**config.mk**
```make
export PLATFORM = sky130hd
export DESIGN_NAME = timer_counter
export DESIGN_NICKNAME = d
export VERILOG_FILES = /design/src/rtl/test_timer_core_counter.sv
export SDC_FILE = /design/constraint.sdc
export NUM_CORES = 1
export LEC_CHECK = 0
export CELL_PAD_IN_SITES_DETAIL_PLACEMENT = 1
export CELL_PAD_IN_SITES_GLOBAL_PLACEMENT = 1
export CORE_AREA = 4 4 41 43
export DETAILED_ROUTE_END_ITERATION = 7
export DIE_AREA = 0 0 45 47
export PLACE_DENSITY = 0.5
export SLEW_MARGIN = 20
export SYNTH_ARGS = -nofsm -noshare
export SYNTH_HDL_FRONTEND = slang
export SYNTH_SLANG_ARGS = --single-unit
```
**constraint.sdc**
```tcl
create_clock -name CLK -period 2 [get_ports CLK]
set_input_delay 0.2 -clock CLK [delete_from_list [all_inputs] [get_ports CLK]]
set_output_delay 0.2 -clock CLK [all_outputs]
set_load 0.01 [all_outputs]
```
**src/rtl/test_timer_core_counter.sv**
```systemverilog
// Free-running up-counter with a synchronous return-to-zero.
module timer_counter #(
  parameter int unsigned WIDTH = 5
) (
  input  logic             CLK,
  input  logic             RST,
  input  logic             i_clr,
  output logic [WIDTH-1:0] o_cnt
);

  logic [WIDTH-1:0] r_cnt;

  // Overflow wraps naturally; only i_clr restarts the period early.
  always_ff @(posedge CLK or negedge RST) begin
    if (!RST) begin
      r_cnt <= '0;
    end else if (i_clr) begin
      r_cnt <= '0;
    end else begin
      r_cnt <= r_cnt + 1'b1;
    end
  end

  assign o_cnt = r_cnt;

endmodule

```
* Word-level counts from Yosys, hierarchy flattened
Index checks and enable logic that the tools add are counted.
** Storage, ports and cells
- Register bits after elaboration :: 5
- Bits of input ports :: 3
- Output and inout bits :: 5
- Word-level logic and storage cells :: 3
** Operators by class
- $add $sub $neg :: 1
- Muxes and demuxes :: 1
** Operators with widths (count)
- $add 5x1->5 const B :: 1
- $mux 5 :: 1

* Longest topological paths before layout
Gate-level depths: netlist (run 1).
- Depth after elaboration :: 2
- Mapped depth :: 3
- Mapped depth without buffers :: 3

* Worst setup path after synthesis (run 1)
No wires, ideal clock.
- Path kind :: register -> register
- Start :: register r_cnt[0], in the netlist o_cnt[0]
- End :: register r_cnt[4], in the netlist o_cnt[4]
- Data arrival time :: 1036 ps
- Required time :: 1875 ps
- Slack :: 839 ps
- Cell stages (with the launch flop) :: 4
- Buffers on the path :: 0
- Clock period less this slack :: 1161 ps
- Cells stage by stage :: dfrtp_1 ha_1 nand3_1 mux2_4
** On the way
- Word-level cells in the longest chain between the ends :: 2
** RTL lines
- from (decl) :: line 11 : logic [WIDTH-1:0] r_cnt;
- from (signal assigned) :: line 20 : r_cnt <= r_cnt + 1'b1;
- $add 5x1->5 :: line 20
- $mux 5 :: line 17 : end else if (i_clr) begin
Every way passes these cells.

* Worst setup path in the final report (run 1)
- Start :: register r_cnt[2], in the netlist o_cnt[2]
- End :: output port o_cnt[2]
** RTL lines
- to (decl) :: line 8 : output logic [WIDTH-1:0] o_cnt
No word-level cell between the ends.

==> results.py, run 1 <==
metrics = {
    "finish": {
        "final_area_um2": 335.3,
        "drive_gt1_share_pct": 17.24,
        "area_growth_pct": 52.27,
        "register_area_um2": 125.1,
        "final_common_cell": "clkdlybuf4s50_1",
        "final_net_count": 34,
        "n_fill_cell": 157,
        "final_cells": 44,
        "multiInputGateArea_um2": 95.09,
        "layout_common_cells": "clkdlybuf4s50_1, dfrtp_1, nor2_1",
        "antenna_cells": 0,
        "largest_register_ffs": 5,
    },
    "clock_network": {
        "clk_pin_slew_ps": 50,
        "cts_buffers": 3,
        "ctsHoldBuffers": 0,
        "clock-sinks": 5,
        "root_buffer": "clkbuf_4",
        "postCtsSetupBuffers": 0,
        "h-tree-depth": 1,
        "clk_latency_ps": 250,
        "cts_buffer_depth": 2,
        "postCtsResizedCells": 0,
        "tritoncts": "done",
    },
    "placed_design": {
        "dp_slack_ps": 743.7,
        "dpl-instance-area_um2": 309.0,
        "dp_cells": 40,
        "io_buffer_count": 7,
        "place.gp.congestion": 0.6911,
    },
    "worst_setup_path": {
        "r2r_start": "o_cnt[0]",
        "crit_path_cell_trace": "clkdlybuf4s50_1",
        "crit_path_start_kind": "flop",
        "r2r_cells": 3,
        "critPathArrivalTime_ps": 1190,
        "path_class": "flop to output port",
        "slowest_stage": "clkdlybuf4s50_1",
        "reg2reg_slack_ps": 840,
        "cp.required_ps": 1800,
        "critPathTopFamily": "buffers and inverters",
        "worst_r2r_endpoint": "o_cnt[4]",
        "cp_max_fo": 4,
        "max_stage_delay_ps": 560,
        "path_buf_inv": 1,
        "crit_path_end_kind": "output port",
    },
    "floorplanning": {
        "die_y_um": 47,
        "start_util_pct": 16.92,
        "ios": 8,
        "num_rows": 13,
        "die_x_um": 45,
        "die_area_um2": 2115,
        "core_area_um2": 1301,
    },
    "synth": {
        "yosys-mux-area-fraction_pct": 13.64,
        "ys.warnings.count": 0,
        "synth_top_family_by_area": "simple AND/OR/NAND/NOR gates",
        "netlist_area_um2": 220.2,
        "synthDistinctLibCells": 7,
        "ys_seq_area_share_pct": 56.82,
        "synth_fa_ha_area_share_pct": 5.682,
        "synthCells": 18,
        "synthSimpleGateAreaFrac_pct": 19.89,
        "yosys_register_bits": 5,
        "synth-compound-area-share_pct": 0,
        "synth-xor-area-share_pct": 3.977,
        "syn_avg_cell_area_um2": 12.23,
        "synth_nets": 22,
    },
    "detailed_routing": {
        "dr.pass1.iters": 2,
        "antenna_left": 0,
        "dr.first_iter.drc_count": 1,
        "vias_per_cell": 4.136,
        "vias": 182,
        "routed_wl_um": 489,
        "drc_errors": 0,
        "wl_per_cell_um": 11.11,
    },
    "job": {
        "maxCapViolations": 0,
    },
    "grt": {
        "grt_pass1_vias": 185,
        "grt_use_total_pct": 6.741,
        "grt-ovfl-total": 0,
        "grt_max_degree": 8,
        "grt_pass1_wl_um": 828,
        "antenna_found_initial": 0,
    },
    "sta": {
        "relSlewSlack_pct": 83.45,
        "tightest_slew_ps": 247.5,
        "rsz0062_at_grt": "false",
        "hold_viol": 0,
        "period_needed_ps": 1393,
        "slew_violations": 0,
        "post-route-period-util_pct": 69.63,
        "skew_ps": 4.432,
        "setup_viol": 0,
        "fmax_mhz": 718.0,
        "setup_slack_ps": 607.3,
        "setup_tns_ps": 0,
    },
    "pwr": {
        "power_leakage_nw": 0.1521,
        "powerDensity_nw_per_um2": 776.1,
        "vdd.ir_drop.worst_mv": 0.3273,
    },
    "outcome": {
        "status": "complete, no violations",
    },
    "worst_hold_path": {
        "hp-class": "input pin to async pin",
    },
}
==> metal layers <==
| layer | up-vias | GRT usage (%) | wire length [µm] |
|---|---|---|---|
| met2 | 10 | 8.192 | 194 |
| li1 | 81 | - | - |
| met1 | 86 | 5.747 | 212 |
| met3 | 5 | 7.280 | 58 |
| met4 | 0 | 7.018 | 24 |
| met5 | - | 0 | 0 |
==> cell usage after synthesis (all sizes together) <==
cell type	instances	share of area (%)
dfrtp	5	57
ha	1	5.7
mux2	2	14
nand3	2	4.5
nor2	4	6.8
nor2b	3	8.5
xnor2	1	4.0
==> logic make-up after synthesis <==
group / Yosys count
simple gates: 9
flops: 5
mux: 2
xor+xnor: 1
fa+ha+maj: 1
==> power by group <==
group / switching, mW / leakage [nW] / internal [mW] / total (mW)
sequential: 0.00520 / 0.0673 / 0.106 / 0.112
clock: 0.0441 / 0.0150 / 0.0756 / 0.120
combinational: 0.0120 / 0.0698 / 0.0168 / 0.0288
==> cell type report <==
cell class	instances	share of cell area [%]
Sequential cell	5	37.31
Multi-Input combinational cell	13	28.36
Tap cell	15	5.597
Clock buffer	4	7.836
Timing Repair Buffer	7	20.90
==> worst max-delay path by stage <==
stage,from,endpoint,slack [ps],cells past startpoint
final,o_cnt[2],o_cnt[2],610,1
after global routing,o_cnt[2],o_cnt[2],550,1
after CTS,o_cnt[0],o_cnt[0],590,1
after detailed placement,i_clr,o_cnt[4],740,3
after global placement,i_clr,o_cnt[4],740,3
after floorplan,o_cnt[0],o_cnt[4],840,3
==> stage by stage <==
stage	power, mW	hold slack [ps]	util [%]
after floorplan	0.1225	-95.59	-
after global placement	0.1417	445.3	23.75
after detailed placement	0.1424	453.4	23.75
after CTS	0.2701	182.7	25.77
after global routing	0.2863	185.7	25.77
final	0.2602	181.2	25.77
No activity file was read; power rests on OpenSTA's default activity.
==> run 2: changes to the inputs <==
clock period = 1.3 ns   (was 2 ns; I/O delays follow)
==> results.py, run 2 (same netlist as run 1, synthesis figures left out) <==
metrics = {
    "floorplanning": {
        "die_area_um2": 2115,
        "num_rows": 13,
        "die_y_um": 47,
        "start_util_pct": 16.92,
        "ios": 8,
        "die_x_um": 45,
        "core_area_um2": 1301,
    },
    "finish": {
        "final_cells": 45,
        "antenna_cells": 0,
        "largest_register_ffs": 5,
        "register_area_um2": 125.1,
        "final_common_cell": "dfrtp_1",
        "layout_common_cells": "dfrtp_1, nor2_1, dlygate4sd2_1",
        "area_growth_pct": 54.55,
        "n_fill_cell": 155,
        "final_net_count": 35,
        "drive_gt1_share_pct": 20.00,
        "multiInputGateArea_um2": 95.09,
    },
    "sta": {
        "period_needed_ps": 1183,
        "post-route-period-util_pct": 91.04,
        "skew_ps": 0.3349,
        "relSlewSlack_pct": 84.24,
        "whs_ps": 107.0,
        "hold_viol": 0,
        "slew_violations": 0,
        "setup_tns_ps": 0,
        "tightest_slew_ps": 235.7,
        "fmax_mhz": 845.0,
        "setup_viol": 0,
        "rsz0062_at_grt": "false",
    },
    "worst_setup_path": {
        "r2r_start": "o_cnt[0]",
        "cp.required_ps": 1430,
        "worst_r2r_endpoint": "o_cnt[4]",
        "path_class": "flop to flop",
        "reg2reg_slack_ps": 120,
        "crit_path_start_kind": "flop",
        "critPathArrivalTime_ps": 1310,
        "crit_path_end_kind": "flop",
        "cp_max_fo": 4,
        "r2r_cells": 3,
    },
    "detailed_routing": {
        "dr.pass1.iters": 2,
        "routed_wl_um": 515,
        "drc_errors": 0,
        "vias_per_cell": 4.000,
        "antenna_left": 0,
        "vias": 180,
        "dr.first_iter.drc_count": 2,
        "wl_per_cell_um": 11.44,
    },
    "placed_design": {
        "io_buffer_count": 7,
        "place.gp.congestion": 0.6842,
        "dp_cells": 41,
    },
    "job": {
        "maxCapViolations": 0,
    },
    "clock_network": {
        "clk_pin_slew_ps": 40,
        "ctsHoldBuffers": 0,
        "clock-sinks": 5,
        "h-tree-depth": 1,
        "clk_latency_ps": 250,
        "cts_buffers": 3,
        "cts_buffer_depth": 2,
        "tritoncts": "done",
        "root_buffer": "clkbuf_4",
    },
    "pwr": {
        "powerDensity_nw_per_um2": 1173,
        "switching_share_pct": 24.09,
        "vdd.ir_drop.worst_mv": 0.5555,
        "power_leakage_nw": 0.1909,
        "power_switching_uw": 96.19,
        "comb_power_share_pct": 10.7,
        "clockPowerShare_pct": 46.5,
        "p_seq_share_pct": 42.9,
        "p_int_uw": 303.1,
    },
    "grt": {
        "grt_pass1_wl_um": 883,
        "antenna_found_initial": 0,
        "grt_use_total_pct": 7.296,
        "grt_pass1_vias": 208,
        "grt_max_degree": 6,
        "grt-ovfl-total": 0,
    },
    "worst_hold_path": {
        "hp-class": "input pin to async pin",
    },
    "outcome": {
        "status": "complete, no violations",
    },
}
-- run 2: layout make-up --
type                       instances  area share (%)
multi-input combinational         13           27.94
tap                               15           5.515
sequential                         5           36.76
timing repair buffer               8           22.06
clock buffer                       4           7.721
-- run 2: how the worst max path moves through the flow --
stage                        start        to  slack [ps]  cells after the start
final                     o_cnt[0]  o_cnt[4]         120                      3
after global routing      o_cnt[0]  o_cnt[4]          50                      3
after CTS                 o_cnt[4]  o_cnt[4]          10                      1
after floorplan           o_cnt[0]  o_cnt[4]         140                      3
after detailed placement  o_cnt[0]  o_cnt[4]         100                      3
after global placement    o_cnt[0]  o_cnt[4]         130                      3
-- run 2: metal layers --
| metal | track usage, % | routed length [µm] | vias to the layer above | part of all wire [%] |
|---|---|---|---|---|
| met5 | 0 | 0 | - | 0 |
| met4 | 7.018 | 20 | 0 | 3.9 |
| met1 | 5.977 | 191 | 84 | 37 |
| met2 | 9.322 | 213 | 10 | 41 |
| met3 | 8.046 | 89 | 4 | 17 |
| li1 | - | - | 82 | - |
-- run 2: timing repair --
action,CTS,global route
resized for setup,4,1
endpoints found under the setup margin,4,1
buffers inserted,0,0
pin swaps,0,0
-- run 2: metrics by stage --
step                total power [mW]  setup WS, ps  util, %  cell area, µm²
finish                        0.3993         116.5    26.15           340.3
global route                  0.4299         53.96    26.15           340.3
detailed placement            0.2231         104.8    24.33           316.6
CTS                           0.4097         9.702    25.96           337.8
global placement              0.2199         127.1    24.33           316.6
floorplan                     0.1884         138.6        -           220.2
-- run 2: power by group through the flow --
stage,Clock [mW],Sequential [mW],Combinational [mW]
floorplan,0,0.176,0.0121
global placement,0,0.173,0.0466
detailed placement,0,0.174,0.0489
CTS,0.194,0.172,0.0440
global route,0.210,0.173,0.0472
finish,0.186,0.171,0.0425
-- run 2: critical path: stages (launching register included) --
cell,delay (ps)
dfrtp_1,410
ha_1,250
nand3_1,120
mux2_4,300
